==> config.mk <==
export PLATFORM = sky130hd
export DESIGN_NAME = axis_frame_framer
export DESIGN_NICKNAME = d
export VERILOG_FILES = /design/src/rtl/axis_framer_pkg.sv /design/src/rtl/axis_skid_buffer.sv /design/src/rtl/axis_frame_framer.sv
export SDC_FILE = /design/constraint.sdc
export NUM_CORES = 1
export LEC_CHECK = 0
export BUFFER_PORTS_ARGS = -buffer_cell sky130_fd_sc_hd__buf_2
export CELL_PAD_IN_SITES_DETAIL_PLACEMENT = 0
export CELL_PAD_IN_SITES_GLOBAL_PLACEMENT = 1
export CORE_MARGIN = 2
export CORE_UTILIZATION = 43
export CTS_CLUSTER_SIZE = 30
export DETAILED_ROUTE_END_ITERATION = 16
export PLACE_DENSITY = 0.85
export SYNTH_ARGS = -nofsm -noshare
export SYNTH_HDL_FRONTEND = slang
export SYNTH_SLANG_ARGS = --single-unit
==> constraint.sdc <==
create_clock -name clk -period 3.22 [get_ports clk]
set_input_delay 0.966 -clock clk [delete_from_list [all_inputs] [get_ports clk]]
set_output_delay 0.966 -clock clk [all_outputs]
set_load 0.005 [all_outputs]
==> src/rtl/axis_framer_pkg.sv <==
// rtl/axis_framer_pkg.sv - state encodings shared by the frame framer
package axis_framer_pkg;

  localparam int FRAMER_STATE_W = 2;

  localparam logic [FRAMER_STATE_W-1:0] E_FRAMER_IDLE  = 2'd0;
  localparam logic [FRAMER_STATE_W-1:0] E_FRAMER_RUN   = 2'd1;
  localparam logic [FRAMER_STATE_W-1:0] E_FRAMER_DRAIN = 2'd2;

endpackage

==> src/rtl/axis_skid_buffer.sv <==
// rtl/axis_skid_buffer.sv - two-entry registered skid buffer
module axis_skid_buffer #(
  parameter int W = 73
) (
  input  logic         clk,
  input  logic         reset_n,
  input  logic         in_valid,
  output logic         in_ready,
  input  logic [W-1:0] in_data,
  output logic         out_valid,
  input  logic         out_ready,
  output logic [W-1:0] out_data,
  output logic         empty
);

  // head drives the outputs directly; tail only fills while head is stalled
  logic         head_valid;
  logic [W-1:0] head_data;
  logic         tail_valid;
  logic [W-1:0] tail_data;
  logic         push;
  logic         pop;

  assign in_ready  = !tail_valid;
  assign out_valid = head_valid;
  assign out_data  = head_data;
  assign empty     = !head_valid;
  assign push      = in_valid && in_ready;
  assign pop       = head_valid && out_ready;

  // head reloads only when it is empty or being consumed, keeping data stable while stalled
  always_ff @(posedge clk or negedge reset_n) begin
    if (!reset_n) begin
      head_valid <= 1'b0;
      head_data  <= '0;
      tail_valid <= 1'b0;
      tail_data  <= '0;
    end else if (pop || !head_valid) begin
      if (tail_valid) begin
        head_valid <= 1'b1;
        head_data  <= tail_data;
        tail_valid <= 1'b0;
      end else begin
        head_valid <= push;
        if (push) begin
          head_data <= in_data;
        end
      end
    end else if (push) begin
      tail_valid <= 1'b1;
      tail_data  <= in_data;
    end
  end

endmodule

==> src/rtl/axis_frame_framer.sv <==
// rtl/axis_frame_framer.sv - cuts a raw beat stream into counted frames
module axis_frame_framer #(
  parameter int C_FRAMER_DATA_WIDTH = 64,
  parameter int C_FRAMER_LEN_WIDTH  = 12
) (
  input  logic                             clk,
  input  logic                             reset_n,
  input  logic                             ctrl_start,
  input  logic [C_FRAMER_LEN_WIDTH-1:0]    ctrl_frame_length,
  input  logic [C_FRAMER_LEN_WIDTH-1:0]    ctrl_frame_count,
  output logic                             ctrl_busy,
  output logic                             ctrl_done,
  output logic [C_FRAMER_LEN_WIDTH-1:0]    stat_frames_sent,
  input  logic                             s_axis_tvalid,
  output logic                             s_axis_tready,
  input  logic [C_FRAMER_DATA_WIDTH-1:0]   s_axis_tdata,
  input  logic [C_FRAMER_DATA_WIDTH/8-1:0] s_axis_tstrb,
  output logic                             m_axis_tvalid,
  input  logic                             m_axis_tready,
  output logic [C_FRAMER_DATA_WIDTH-1:0]   m_axis_tdata,
  output logic [C_FRAMER_DATA_WIDTH/8-1:0] m_axis_tstrb,
  output logic                             m_axis_tlast
);

  import axis_framer_pkg::*;

  localparam int LW = C_FRAMER_LEN_WIDTH;
  localparam int SW = C_FRAMER_DATA_WIDTH / 8;
  localparam int PW = C_FRAMER_DATA_WIDTH + SW + 1;
  localparam logic [LW-1:0] LEN_ONE = {{(LW-1){1'b0}}, 1'b1};

  logic [FRAMER_STATE_W-1:0] state;
  logic [LW-1:0]             len_q;
  logic [LW-1:0]             frames_q;
  logic [LW-1:0]             beat_cnt;
  logic [LW-1:0]             frame_cnt;
  logic                      skid_in_ready;
  logic                      skid_empty;
  logic [PW-1:0]             skid_out;
  logic                      accept;
  logic                      tag_last;
  logic                      last_frame;
  logic                      zero_run;

  assign ctrl_busy     = (state != E_FRAMER_IDLE);
  assign s_axis_tready = (state == E_FRAMER_RUN) && skid_in_ready;
  assign accept        = s_axis_tvalid && s_axis_tready;
  // len_q and frames_q are nonzero whenever RUN is active, so the decrements cannot wrap
  assign tag_last      = (beat_cnt == len_q - LEN_ONE);
  assign last_frame    = (frame_cnt == frames_q - LEN_ONE);
  assign zero_run      = (ctrl_frame_length == '0) || (ctrl_frame_count == '0);

  axis_skid_buffer #(
    .W(PW)
  ) u_skid (
    .clk      (clk),
    .reset_n  (reset_n),
    .in_valid (accept),
    .in_ready (skid_in_ready),
    .in_data  ({tag_last, s_axis_tstrb, s_axis_tdata}),
    .out_valid(m_axis_tvalid),
    .out_ready(m_axis_tready),
    .out_data (skid_out),
    .empty    (skid_empty)
  );

  assign {m_axis_tlast, m_axis_tstrb, m_axis_tdata} = skid_out;

  // run control: latch the job, count beats and frames, finish once the skid has drained
  always_ff @(posedge clk or negedge reset_n) begin
    if (!reset_n) begin
      state     <= E_FRAMER_IDLE;
      len_q     <= '0;
      frames_q  <= '0;
      beat_cnt  <= '0;
      frame_cnt <= '0;
      ctrl_done <= 1'b0;
    end else begin
      ctrl_done <= 1'b0;
      case (state)
        E_FRAMER_IDLE: begin
          if (ctrl_start) begin
            len_q     <= ctrl_frame_length;
            frames_q  <= ctrl_frame_count;
            beat_cnt  <= '0;
            frame_cnt <= '0;
            if (zero_run) begin
              ctrl_done <= 1'b1;
            end else begin
              state <= E_FRAMER_RUN;
            end
          end
        end
        E_FRAMER_RUN: begin
          if (accept) begin
            if (tag_last) begin
              beat_cnt  <= '0;
              frame_cnt <= frame_cnt + LEN_ONE;
              if (last_frame) begin
                state <= E_FRAMER_DRAIN;
              end
            end else begin
              beat_cnt <= beat_cnt + LEN_ONE;
            end
          end
        end
        E_FRAMER_DRAIN: begin
          if (skid_empty) begin
            ctrl_done <= 1'b1;
            state     <= E_FRAMER_IDLE;
          end
        end
        default: state <= E_FRAMER_IDLE;
      endcase
    end
  end

  // frames counted on the output side, cleared only when a new run is launched
  always_ff @(posedge clk or negedge reset_n) begin
    if (!reset_n) begin
      stat_frames_sent <= '0;
    end else if (state == E_FRAMER_IDLE && ctrl_start) begin
      stat_frames_sent <= '0;
    end else if (m_axis_tvalid && m_axis_tready && m_axis_tlast) begin
      stat_frames_sent <= stat_frames_sent + LEN_ONE;
    end
  end

endmodule

==> results of run 1 <==
## path summary, 6_finish.rpt
check / end / depth (start not counted) / slack (ns)
max: s_axis_tready / 3 / 0.46
max reg2reg: frame_cnt[2]$_DFFE_PN0P_ / 7 / 0.53
min in group clk: u_skid.out_data[70]$_DFFE_PN0P_ / 2 / 0.47
max in group asynchronous: u_skid.tail_data[25]$_DFFE_PN0P_ / 2 / 2.03
min reg2reg: u_skid.out_data[70]$_DFFE_PN0P_ / 2 / 0.47
min: frames_q[11]$_DFFE_PN0P_ / 1 / 0.45
## cells by family after synthesis
kind of cell    Yosys count  share of synthesized area
xor+xnor                 49                     0.0438
flops                   211                      0.539
compound gates          126                     0.0761
simple gates            303                      0.140
mux                     155                      0.168
fa+ha+maj                 5                    0.00638
buf+inv                  68                     0.0273
## cell type report
type,count,area [sq um]
timing repair buffer,206,1180
tap,285,357
clock inverter,5,105
inverter,19,71.3
fill,1988,10600
multi-input combinational,638,4270
sequential,211,5280
clock buffer,36,676
antenna,1,2.50
## sequential cells by signal (all words and copies together) (netlist names), 2 cells and up
register          flops
u_skid.out_data      73
u_skid.tail_data     73
beat_cnt             12
frame_cnt            12
frames_q             12
len_q                12
stat_frames_sent     12
state                 2
## power breakdown
| group | total, mW | switching, mW | internal [mW] |
|---|---|---|---|
| Clock | 2.71 | 1.09 | 1.61 |
| Sequential | 3.35 | 0.269 | 3.09 |
| Combinational | 1.08 | 0.509 | 0.572 |
| Total | 7.14 | 1.87 | 5.27 |
## cells in the mapped netlist (3+ instances only)
cell,count
sky130_fd_sc_hd__a21oi_1,13
sky130_fd_sc_hd__nor4_1,9
sky130_fd_sc_hd__nand3_1,15
sky130_fd_sc_hd__a31oi_1,3
sky130_fd_sc_hd__or3_1,4
sky130_fd_sc_hd__buf_1,4
sky130_fd_sc_hd__inv_1,19
sky130_fd_sc_hd__nor2_1,51
sky130_fd_sc_hd__nand2b_1,5
sky130_fd_sc_hd__nand2_1,163
sky130_fd_sc_hd__dfrtp_1,211
sky130_fd_sc_hd__a211oi_1,4
sky130_fd_sc_hd__clkbuf_1,42
sky130_fd_sc_hd__mux2i_1,81
sky130_fd_sc_hd__nor3_1,11
sky130_fd_sc_hd__xor2_1,20
sky130_fd_sc_hd__xnor2_1,29
sky130_fd_sc_hd__ha_1,5
sky130_fd_sc_hd__nor2b_1,4
sky130_fd_sc_hd__and2_1,5
sky130_fd_sc_hd__o21ai_0,86
sky130_fd_sc_hd__nand4_1,11
sky130_fd_sc_hd__nor3b_1,5
sky130_fd_sc_hd__mux2_2,74
sky130_fd_sc_hd__and3_1,11
## per-stage QoR
step	hold WS [ns]	instances
after CTS	0.478	1400
after global routing	0.492	1400
after detailed placement	0.465	1359
final	0.453	1401
after global placement	0.456	1359
after floorplan	0.467	917
## metal layers
layer,share of wire,vias to the layer above,track usage
met5,0.0018,-,0
met4,0.020,6,0.0401
met3,0.078,42,0.0652
met2,0.45,175,0.293
met1,0.45,3458,0.247
li1,-,3515,-
## worst max-delay path: stages (launching register included)
cell                      delay [ns]
sky130_fd_sc_hd__dfrtp_1        0.50
sky130_fd_sc_hd__nor2b_1        0.43
sky130_fd_sc_hd__nor2b_1        0.18
sky130_fd_sc_hd__buf_2          0.15
==> flow_results.xml, run 1 <==
<?xml version="1.0" encoding="UTF-8"?>
<metrics>
  <group name="pwr">
    <metric name="power.static_leakage" unit="nW">5.68</metric>
    <metric name="power_density" unit="nW/um^2">598</metric>
    <metric name="vdd_ir_drop_max" unit="mV">0.492</metric>
    <metric name="totalPowerFinal" unit="mW">7.14</metric>
  </group>
  <group name="final_layout">
    <metric name="layout_commonest_cell" unit="">sky130_fd_sc_hd__dfrtp_1</metric>
    <metric name="post_layout_utilization_of_the_core" unit="">0.531</metric>
    <metric name="synthesis_to_finish_area_growth" unit="%">21.9</metric>
    <metric name="final_design_area_no_fill" unit="sq um">11900</metric>
    <metric name="final_nets" unit="">1206</metric>
    <metric name="most-common-layout-cells" unit="">sky130_fd_sc_hd__dfrtp_1 (210), sky130_fd_sc_hd__buf_2 (188), sky130_fd_sc_hd__nand2_1 (162)</metric>
    <metric name="drive_above_1_share" unit="">0.291</metric>
  </group>
  <group name="critical_path">
    <metric name="endpoint_arrival_time_on_the_critical_path" unit="ns">1.79</metric>
    <metric name="cp_max_fo" unit="">8</metric>
    <metric name="worstSetupStartpoint" unit="">state[0]$_DFFE_PN0P_</metric>
    <metric name="crit_path_end_kind" unit="">primary output</metric>
    <metric name="rr_startpoint" unit="">len_q[3]$_DFFE_PN0P_</metric>
    <metric name="crit_required" unit="ns">2.25</metric>
    <metric name="critical_path_class" unit="">reg2out</metric>
    <metric name="setup.worst_path.start_class" unit="">flip-flop</metric>
  </group>
  <group name="synth">
    <metric name="post-synth-top-area-fraction" unit="">0.539</metric>
    <metric name="syn-num-nets" unit="">1023</metric>
    <metric name="ys_seq_elements" unit="">211</metric>
    <metric name="post-synth-top-area-cell" unit="">sky130_fd_sc_hd__dfrtp_1</metric>
    <metric name="synthesis.area_per_instance" unit="sq um">10.7</metric>
    <metric name="post_synth_main_area_contributors" unit="">sky130_fd_sc_hd__dfrtp_1 (54%), sky130_fd_sc_hd__mux2_2 (8.5%), sky130_fd_sc_hd__mux2i_1 (8.3%)</metric>
    <metric name="ys.warnings.count" unit="">0</metric>
    <metric name="synth_async_sr_flop_share" unit="">1.00</metric>
    <metric name="yosysSeqAreaShare" unit="">0.539</metric>
    <metric name="synth_enable_flop_cells" unit="">0</metric>
    <metric name="synth.distinct_cells" unit="">52</metric>
    <metric name="post_synth_instance_area" unit="sq um">9800</metric>
    <metric name="ys.flop_type" unit="">sky130_fd_sc_hd__dfrtp_1</metric>
    <metric name="synthesis.instances" unit="">917</metric>
  </group>
  <group name="clock_network">
    <metric name="worst_skew_pair.late_latency" unit="ns">0.53</metric>
    <metric name="clock-root-buffer" unit="">sky130_fd_sc_hd__clkbuf_16</metric>
    <metric name="cts_num_sinks" unit="">211</metric>
    <metric name="clk_pin_slew_worst_paths" unit="ns">0.06</metric>
    <metric name="post-cts-setup-buffer-count" unit="">0</metric>
    <metric name="cts_repair_resize_count" unit="">0</metric>
    <metric name="cts.hold.buffers_added" unit="">0</metric>
    <metric name="max-clock-path-buffers" unit="">3</metric>
    <metric name="cts_max_level" unit="">1</metric>
    <metric name="cts_inserted_buffers" unit="">24</metric>
    <metric name="tritoncts" unit="">done</metric>
  </group>
  <group name="place">
    <metric name="port_buffers" unit="">189</metric>
    <metric name="setup_slack_placement" unit="ns">0.536</metric>
    <metric name="placed_cell_area" unit="sq um">11200</metric>
    <metric name="dp_hpwl" unit="mm">15.1</metric>
    <metric name="gp_congestion" unit="">0.798</metric>
  </group>
  <group name="drt">
    <metric name="drt_pre_antenna_iters" unit="">4</metric>
    <metric name="initialDrtViolationCount" unit="">402</metric>
    <metric name="ratio_of_routed_vias_to_standard_cells" unit="">5.14</metric>
    <metric name="totalWireLength" unit="mm">22.1</metric>
    <metric name="wl_per_cell" unit="um">15.8</metric>
    <metric name="drc" unit="">0</metric>
    <metric name="antenna_left" unit="">0</metric>
    <metric name="via_count" unit="">7196</metric>
  </group>
  <group name="grt">
    <metric name="antenna_violations_before_repair" unit="">4</metric>
    <metric name="grt_pass1_vias" unit="">7073</metric>
    <metric name="grt.total_usage" unit="">0.185</metric>
    <metric name="grt_start_max_net_pins" unit="">76</metric>
    <metric name="global_route.overflow_total" unit="">0</metric>
    <metric name="first_pass_grt_wire_length" unit="mm">36.5</metric>
  </group>
  <group name="die">
    <metric name="floorplan.die.width" unit="um">155</metric>
    <metric name="initial_utilization" unit="">0.436</metric>
    <metric name="io_pins" unit="">190</metric>
    <metric name="placeableCoreArea" unit="sq um">22500</metric>
    <metric name="die_footprint" unit="sq um">24000</metric>
    <metric name="die_y" unit="um">155</metric>
    <metric name="placementRows" unit="">55</metric>
  </group>
  <group name="sta">
    <metric name="max_slew_margin" unit="">0.488</metric>
    <metric name="min_period" unit="ns">2.76</metric>
    <metric name="finalSetupViolations" unit="">0</metric>
    <metric name="clock-skew-final" unit="ns">0.0197</metric>
    <metric name="final-hold-violation-count" unit="">0</metric>
    <metric name="finalMaxSlewViolations" unit="">0</metric>
    <metric name="totalNegativeSetupSlack" unit="ns">0</metric>
    <metric name="clock.fmax" unit="MHz">363</metric>
    <metric name="timing_worst_slew_pin_value" unit="ns">0.768</metric>
    <metric name="fin_crit_sh" unit="">0.856</metric>
    <metric name="grt_setup_unrepaired" unit="">false</metric>
    <metric name="final_critical_path_setup_slack" unit="ns">0.464</metric>
  </group>
  <group name="min_path">
    <metric name="hp-class" unit="">in2async</metric>
  </group>
  <group name="outcome">
    <metric name="run_status" unit="">finished clean</metric>
  </group>
  <group name="flow_run">
    <metric name="drv.max_cap_violation_count" unit="">0</metric>
  </group>
</metrics>
(Power assumes the default switching activity.)
==> run 2, diff against run 1 <==
--- a/config.mk
+++ b/config.mk
@@ -12,7 +12,7 @@
 export CORE_UTILIZATION = 43
 export CTS_CLUSTER_SIZE = 30
 export DETAILED_ROUTE_END_ITERATION = 16
-export PLACE_DENSITY = 0.85
+export PLACE_DENSITY = 0.77
 export SYNTH_ARGS = -nofsm -noshare
 export SYNTH_HDL_FRONTEND = slang
 export SYNTH_SLANG_ARGS = --single-unit
==> flow_results.xml, run 2 (same netlist as run 1, synthesis figures left out) <==
<?xml version="1.0" encoding="UTF-8"?>
<metrics>
  <group name="die">
    <metric name="initial_utilization" unit="">0.436</metric>
    <metric name="io_pins" unit="">190</metric>
    <metric name="floorplan.die.width" unit="um">155</metric>
    <metric name="placementRows" unit="">55</metric>
    <metric name="placeableCoreArea" unit="sq um">22500</metric>
    <metric name="die_y" unit="um">155</metric>
    <metric name="die_footprint" unit="sq um">24000</metric>
  </group>
  <group name="critical_path">
    <metric name="worst_path_largest_cell_delay" unit="ns">0.50</metric>
    <metric name="endpoint_arrival_time_on_the_critical_path" unit="ns">1.83</metric>
    <metric name="cpMaxStageDelayCell" unit="">sky130_fd_sc_hd__dfrtp_1</metric>
    <metric name="rr_startpoint" unit="">len_q[0]$_DFFE_PN0P_</metric>
    <metric name="setup.worst_path.start_class" unit="">flip-flop</metric>
    <metric name="crit_path_end_kind" unit="">primary output</metric>
    <metric name="crit_required" unit="ns">2.25</metric>
    <metric name="crit_path_cell_trace" unit="">nor2b_1 &gt; nor2b_1 &gt; buf_2</metric>
    <metric name="worstSetupStartpoint" unit="">state[0]$_DFFE_PN0P_</metric>
    <metric name="r2r.worst_path.cells" unit="">9</metric>
    <metric name="path_common_cell" unit="">sky130_fd_sc_hd__nor2b_1</metric>
    <metric name="cp_max_fo" unit="">8</metric>
    <metric name="critical_path_class" unit="">reg2out</metric>
  </group>
  <group name="sta">
    <metric name="finalMaxSlewViolations" unit="">0</metric>
    <metric name="clock-skew-final" unit="ns">0.0122</metric>
    <metric name="grt_setup_unrepaired" unit="">false</metric>
    <metric name="fin_crit_sh" unit="">0.869</metric>
    <metric name="timing_worst_slew_pin_value" unit="ns">0.737</metric>
    <metric name="final_critical_path_setup_slack" unit="ns">0.423</metric>
    <metric name="min_period" unit="ns">2.80</metric>
    <metric name="clock.fmax" unit="MHz">357</metric>
    <metric name="max_slew_margin" unit="">0.509</metric>
    <metric name="totalNegativeSetupSlack" unit="ns">0</metric>
    <metric name="final-hold-violation-count" unit="">0</metric>
    <metric name="finalSetupViolations" unit="">0</metric>
  </group>
  <group name="pwr">
    <metric name="power.static_leakage" unit="nW">5.69</metric>
    <metric name="vdd_ir_drop_max" unit="mV">0.402</metric>
    <metric name="power_density" unit="nW/um^2">598</metric>
  </group>
  <group name="clock_network">
    <metric name="cts_num_sinks" unit="">211</metric>
    <metric name="cts_repair_resize_count" unit="">0</metric>
    <metric name="cts_max_level" unit="">1</metric>
    <metric name="cts_inserted_buffers" unit="">25</metric>
    <metric name="clock-root-buffer" unit="">sky130_fd_sc_hd__clkbuf_16</metric>
    <metric name="post-cts-setup-buffer-count" unit="">0</metric>
    <metric name="tritoncts" unit="">done</metric>
    <metric name="max-clock-path-buffers" unit="">3</metric>
    <metric name="worst_skew_pair.late_latency" unit="ns">0.53</metric>
    <metric name="cts.hold.buffers_added" unit="">0</metric>
    <metric name="clk_pin_slew_worst_paths" unit="ns">0.06</metric>
  </group>
  <group name="final_layout">
    <metric name="drive_above_1_share" unit="">0.296</metric>
    <metric name="finish.cell_count_without_fillers" unit="">1405</metric>
    <metric name="synthesis_to_finish_area_growth" unit="%">21.5</metric>
    <metric name="final_nets" unit="">1207</metric>
    <metric name="layout_commonest_cell" unit="">sky130_fd_sc_hd__dfrtp_1</metric>
    <metric name="fillCellCount" unit="">2044</metric>
    <metric name="final-seq-area" unit="sq um">5280</metric>
    <metric name="most-common-layout-cells" unit="">sky130_fd_sc_hd__dfrtp_1 (210), sky130_fd_sc_hd__buf_2 (188), sky130_fd_sc_hd__nand2_1 (162)</metric>
    <metric name="multi_input_area" unit="sq um">4270</metric>
  </group>
  <group name="place">
    <metric name="gp_congestion" unit="">0.796</metric>
    <metric name="setup_slack_placement" unit="ns">0.587</metric>
    <metric name="dp_cells" unit="">1359</metric>
    <metric name="port_buffers" unit="">189</metric>
    <metric name="dp_hpwl" unit="mm">15.3</metric>
  </group>
  <group name="min_path">
    <metric name="hp-class" unit="">in2async</metric>
  </group>
  <group name="grt">
    <metric name="grt.total_usage" unit="">0.186</metric>
    <metric name="grt_start_max_net_pins" unit="">93</metric>
    <metric name="first_pass_grt_wire_length" unit="mm">36.6</metric>
    <metric name="grt_pass1_vias" unit="">7249</metric>
    <metric name="antenna_violations_before_repair" unit="">5</metric>
    <metric name="global_route.overflow_total" unit="">0</metric>
  </group>
  <group name="outcome">
    <metric name="run_status" unit="">finished clean</metric>
  </group>
  <group name="flow_run">
    <metric name="drv.max_cap_violation_count" unit="">0</metric>
  </group>
  <group name="drt">
    <metric name="ratio_of_routed_vias_to_standard_cells" unit="">5.06</metric>
    <metric name="drc" unit="">0</metric>
    <metric name="totalWireLength" unit="mm">22.3</metric>
    <metric name="antenna_left" unit="">0</metric>
    <metric name="wl_per_cell" unit="um">15.8</metric>
    <metric name="drt_pre_antenna_iters" unit="">5</metric>
    <metric name="via_count" unit="">7103</metric>
    <metric name="initialDrtViolationCount" unit="">339</metric>
  </group>
</metrics>
## run 2: critical path: cells and delay by family (launching register included)
| family | cells | cell delay (ns) |
|---|---|---|
| flip-flops | 1 | 0.50 |
| buffers and inverters | 1 | 0.15 |
| AND/OR/NAND/NOR | 2 | 0.65 |
## run 2: area by class of cell
type,instances,area share
clock buffers,37,0.0614
flip-flops and latches,211,0.444
diodes,1,0.000210
well taps,285,0.0300
inverters,19,0.00599
clock inverters,8,0.00494
repair buffers,206,0.0952
multi-input cells,638,0.358
## run 2: worst paths after layout
check                                             endpoint  slack (ns)
setup / recovery                             s_axis_tready        0.42
hold reg to reg            u_skid.out_data[29]$_DFFE_PN0P_        0.47
min in group clk           u_skid.out_data[29]$_DFFE_PN0P_        0.47
setup reg to reg                  frame_cnt[2]$_DFFE_PN0P_        0.59
max in group asynchronous  u_skid.out_data[72]$_DFFE_PN0P_        2.19
hold / removal             u_skid.out_data[38]$_DFFE_PN0P_        0.37
## run 2: metal layers
layer  global-route usage  share of wire  vias up
met4               0.0467          0.021        4
met1                0.240           0.44     3382
li1                     -              -     3514
met5                    0         0.0013        -
met3               0.0604          0.076       36
met2                0.305           0.46      167
## run 2: power breakdown
group          total (mW)  switching (mW)  leakage [nW]  internal (mW)
sequential           3.34           0.251          2.60           3.09
combinational        1.09           0.522          2.70          0.564
clock                2.69            1.12         0.396           1.58
total                7.12            1.89          5.69           5.23
## run 2: through the flow
stage / utilization / total power, mW / instance area, sq um / hold WS, ns
after floorplan: - / 3.97 / 9800 / 0.467
after detailed placement: 0.494 / 4.49 / 11100 / 0.465
after global placement: 0.494 / 4.45 / 11100 / 0.456
final: 0.529 / 7.12 / 11900 / 0.366
after CTS: 0.529 / 7.22 / 11900 / 0.360
after global routing: 0.529 / 7.47 / 11900 / 0.378
==> run 3, diff against run 2 <==
--- a/config.mk
+++ b/config.mk
@@ -12,6 +12,7 @@
 export CORE_UTILIZATION = 43
 export CTS_CLUSTER_SIZE = 30
 export DETAILED_ROUTE_END_ITERATION = 16
+export MAX_ROUTING_LAYER = met4
 export PLACE_DENSITY = 0.77
 export SYNTH_ARGS = -nofsm -noshare
 export SYNTH_HDL_FRONTEND = slang
==> flow_results.xml, run 3 (same netlist as run 1, synthesis figures left out) <==
<?xml version="1.0" encoding="UTF-8"?>
<metrics>
  <group name="die">
    <metric name="die_footprint" unit="sq um">24000</metric>
    <metric name="die_y" unit="um">155</metric>
    <metric name="io_pins" unit="">190</metric>
    <metric name="placeableCoreArea" unit="sq um">22500</metric>
    <metric name="placementRows" unit="">55</metric>
    <metric name="initial_utilization" unit="">0.436</metric>
    <metric name="floorplan.die.width" unit="um">155</metric>
  </group>
  <group name="pwr">
    <metric name="power_report.internal_total" unit="mW">5.23</metric>
    <metric name="vdd_ir_drop_max" unit="mV">0.402</metric>
    <metric name="share_clk_of_total_power" unit="">0.378</metric>
    <metric name="total_switching_power" unit="mW">1.89</metric>
    <metric name="power_switching_share" unit="">0.265</metric>
    <metric name="power_density" unit="nW/um^2">597</metric>
    <metric name="seq_power_share" unit="">0.469</metric>
    <metric name="power.static_leakage" unit="nW">5.69</metric>
    <metric name="share_comb_of_total_power" unit="">0.153</metric>
  </group>
  <group name="sta">
    <metric name="fin_crit_sh" unit="">0.865</metric>
    <metric name="finalMaxSlewViolations" unit="">0</metric>
    <metric name="grt_setup_unrepaired" unit="">false</metric>
    <metric name="finalSetupViolations" unit="">0</metric>
    <metric name="max_slew_margin" unit="">0.505</metric>
    <metric name="clock.fmax" unit="MHz">359</metric>
    <metric name="final-hold-violation-count" unit="">0</metric>
    <metric name="clock-skew-final" unit="ns">0.0106</metric>
    <metric name="timing_worst_slew_pin_value" unit="ns">0.743</metric>
    <metric name="min_period" unit="ns">2.79</metric>
    <metric name="totalNegativeSetupSlack" unit="ns">0</metric>
    <metric name="final_critical_path_setup_slack" unit="ns">0.434</metric>
  </group>
  <group name="critical_path">
    <metric name="worst_path_largest_cell_delay" unit="ns">0.50</metric>
    <metric name="critical_path_class" unit="">reg2out</metric>
    <metric name="cpMaxStageDelayCell" unit="">sky130_fd_sc_hd__dfrtp_1</metric>
    <metric name="ff_to_ff_end" unit="">frame_cnt[2]$_DFFE_PN0P_</metric>
    <metric name="crit_path_end_kind" unit="">primary output</metric>
    <metric name="cp_max_fo" unit="">8</metric>
    <metric name="crit_required" unit="ns">2.25</metric>
    <metric name="r2r.worst_path.cells" unit="">9</metric>
    <metric name="crit_path_cell_trace" unit="">nor2b_1 &gt; nor2b_1 &gt; buf_2</metric>
    <metric name="r2r_slack" unit="ns">0.59</metric>
    <metric name="path_common_cell" unit="">sky130_fd_sc_hd__nor2b_1</metric>
    <metric name="endpoint_arrival_time_on_the_critical_path" unit="ns">1.82</metric>
    <metric name="setup.worst_path.start_class" unit="">flip-flop</metric>
    <metric name="rr_startpoint" unit="">len_q[0]$_DFFE_PN0P_</metric>
  </group>
  <group name="grt">
    <metric name="grt_pass1_vias" unit="">7254</metric>
    <metric name="groute.layer.met1.usage" unit="">0.244</metric>
    <metric name="grt.total_usage" unit="">0.192</metric>
    <metric name="use_met2" unit="">0.304</metric>
    <metric name="global_route.overflow_total" unit="">0</metric>
    <metric name="antenna_violations_before_repair" unit="">5</metric>
    <metric name="grtUsageMet3" unit="">0.0546</metric>
    <metric name="gr-max-usage-layer" unit="">met2</metric>
    <metric name="first_pass_grt_wire_length" unit="mm">36.5</metric>
    <metric name="grt_start_max_net_pins" unit="">93</metric>
  </group>
  <group name="clock_network">
    <metric name="cts_repair_resize_count" unit="">0</metric>
    <metric name="clk_pin_slew_worst_paths" unit="ns">0.06</metric>
    <metric name="max-clock-path-buffers" unit="">3</metric>
    <metric name="worst_skew_pair.late_latency" unit="ns">0.53</metric>
    <metric name="post-cts-setup-buffer-count" unit="">0</metric>
    <metric name="cts_max_level" unit="">1</metric>
    <metric name="clock-root-buffer" unit="">sky130_fd_sc_hd__clkbuf_16</metric>
    <metric name="cts_inserted_buffers" unit="">25</metric>
    <metric name="cts.hold.buffers_added" unit="">0</metric>
    <metric name="tritoncts" unit="">done</metric>
    <metric name="cts_num_sinks" unit="">211</metric>
  </group>
  <group name="final_layout">
    <metric name="most-common-layout-cells" unit="">sky130_fd_sc_hd__dfrtp_1 (210), sky130_fd_sc_hd__buf_2 (188), sky130_fd_sc_hd__nand2_1 (162)</metric>
    <metric name="layout_commonest_cell" unit="">sky130_fd_sc_hd__dfrtp_1</metric>
    <metric name="final_nets" unit="">1207</metric>
    <metric name="synthesis_to_finish_area_growth" unit="%">21.6</metric>
    <metric name="drive_above_1_share" unit="">0.296</metric>
    <metric name="post_layout_utilization_of_the_core" unit="">0.529</metric>
    <metric name="final_design_area_no_fill" unit="sq um">11900</metric>
    <metric name="finish.cell_count_without_fillers" unit="">1409</metric>
  </group>
  <group name="drt">
    <metric name="ratio_of_routed_vias_to_standard_cells" unit="">5.05</metric>
    <metric name="initialDrtViolationCount" unit="">352</metric>
    <metric name="drc" unit="">0</metric>
    <metric name="wl_per_cell" unit="um">15.8</metric>
    <metric name="via_count" unit="">7117</metric>
    <metric name="totalWireLength" unit="mm">22.3</metric>
    <metric name="drt_pre_antenna_iters" unit="">4</metric>
    <metric name="antenna_left" unit="">0</metric>
  </group>
  <group name="place">
    <metric name="dp_hpwl" unit="mm">15.3</metric>
    <metric name="gp_congestion" unit="">0.808</metric>
    <metric name="placed_cell_area" unit="sq um">11100</metric>
    <metric name="port_buffers" unit="">189</metric>
    <metric name="dp_cells" unit="">1359</metric>
    <metric name="setup_slack_placement" unit="ns">0.587</metric>
  </group>
  <group name="outcome">
    <metric name="run_status" unit="">finished clean</metric>
  </group>
  <group name="min_path">
    <metric name="hp-class" unit="">in2async</metric>
  </group>
  <group name="flow_run">
    <metric name="drv.max_cap_violation_count" unit="">0</metric>
  </group>
</metrics>
## run 3: cell count changes in the layout (fill, tap and decap cells not counted)
cell / delta
sky130_fd_sc_hd__diode_2: +4
## run 3: how the worst max path moves through the flow
| stage | slack (ns) | depth (start not counted) | startpoint | end |
|---|---|---|---|---|
| floorplan | 0.78 | 6 | s_axis_tvalid | u_skid.tail_data[0]$_DFFE_PN0P_ |
| detailed placement | 0.59 | 7 | len_q[3]$_DFFE_PN0P_ | frame_cnt[2]$_DFFE_PN0P_ |
| global route | 0.31 | 3 | state[0]$_DFFE_PN0P_ | s_axis_tready |
| CTS | 0.37 | 3 | state[0]$_DFFE_PN0P_ | s_axis_tready |
| global placement | 0.66 | 9 | len_q[0]$_DFFE_PN0P_ | frame_cnt[2]$_DFFE_PN0P_ |
| finish | 0.43 | 3 | state[0]$_DFFE_PN0P_ | s_axis_tready |
## run 3: layout make-up
type / count / area [sq um]
fill: 2048 / 10600
inverter: 19 / 71.3
multi-input combinational: 638 / 4270
clock inverter: 8 / 58.8
clock buffer: 37 / 731
antenna: 5 / 12.5
timing repair buffer: 206 / 1130
sequential: 211 / 5280
tap: 285 / 357
## run 3: power groups by stage
stage / Sequential [mW] / Combinational (mW) / Clock (mW)
5_1_grt: 3.39 / 1.22 / 2.86
2_1_floorplan: 3.35 / 0.619 / 0
6_report: 3.34 / 1.09 / 2.69
3_3_place_gp: 3.36 / 1.09 / 0
3_5_place_dp: 3.38 / 1.11 / 0
4_1_cts: 3.34 / 1.11 / 2.76
## run 3: through the flow
| stage | hold slack, ns | total power, mW |
|---|---|---|
| 2_1_floorplan | 0.467 | 3.97 |
| 5_1_grt | 0.378 | 7.47 |
| 6_report | 0.368 | 7.11 |
| 3_5_place_dp | 0.465 | 4.49 |
| 3_3_place_gp | 0.456 | 4.45 |
| 4_1_cts | 0.360 | 7.22 |
## run 3: metal layers
metal | part of all wire | up-vias
met4 | 0.020 | 0
met5 | 0 | -
met2 | 0.46 | 155
met3 | 0.067 | 26
met1 | 0.45 | 3413
li1 | - | 3523
## run 3: critical path, delay by kind of cell (launching register included)
kind                   cells  cell delay [ns]
buffers and inverters      1             0.15
flip-flops                 1             0.50
AND/OR/NAND/NOR            2             0.65
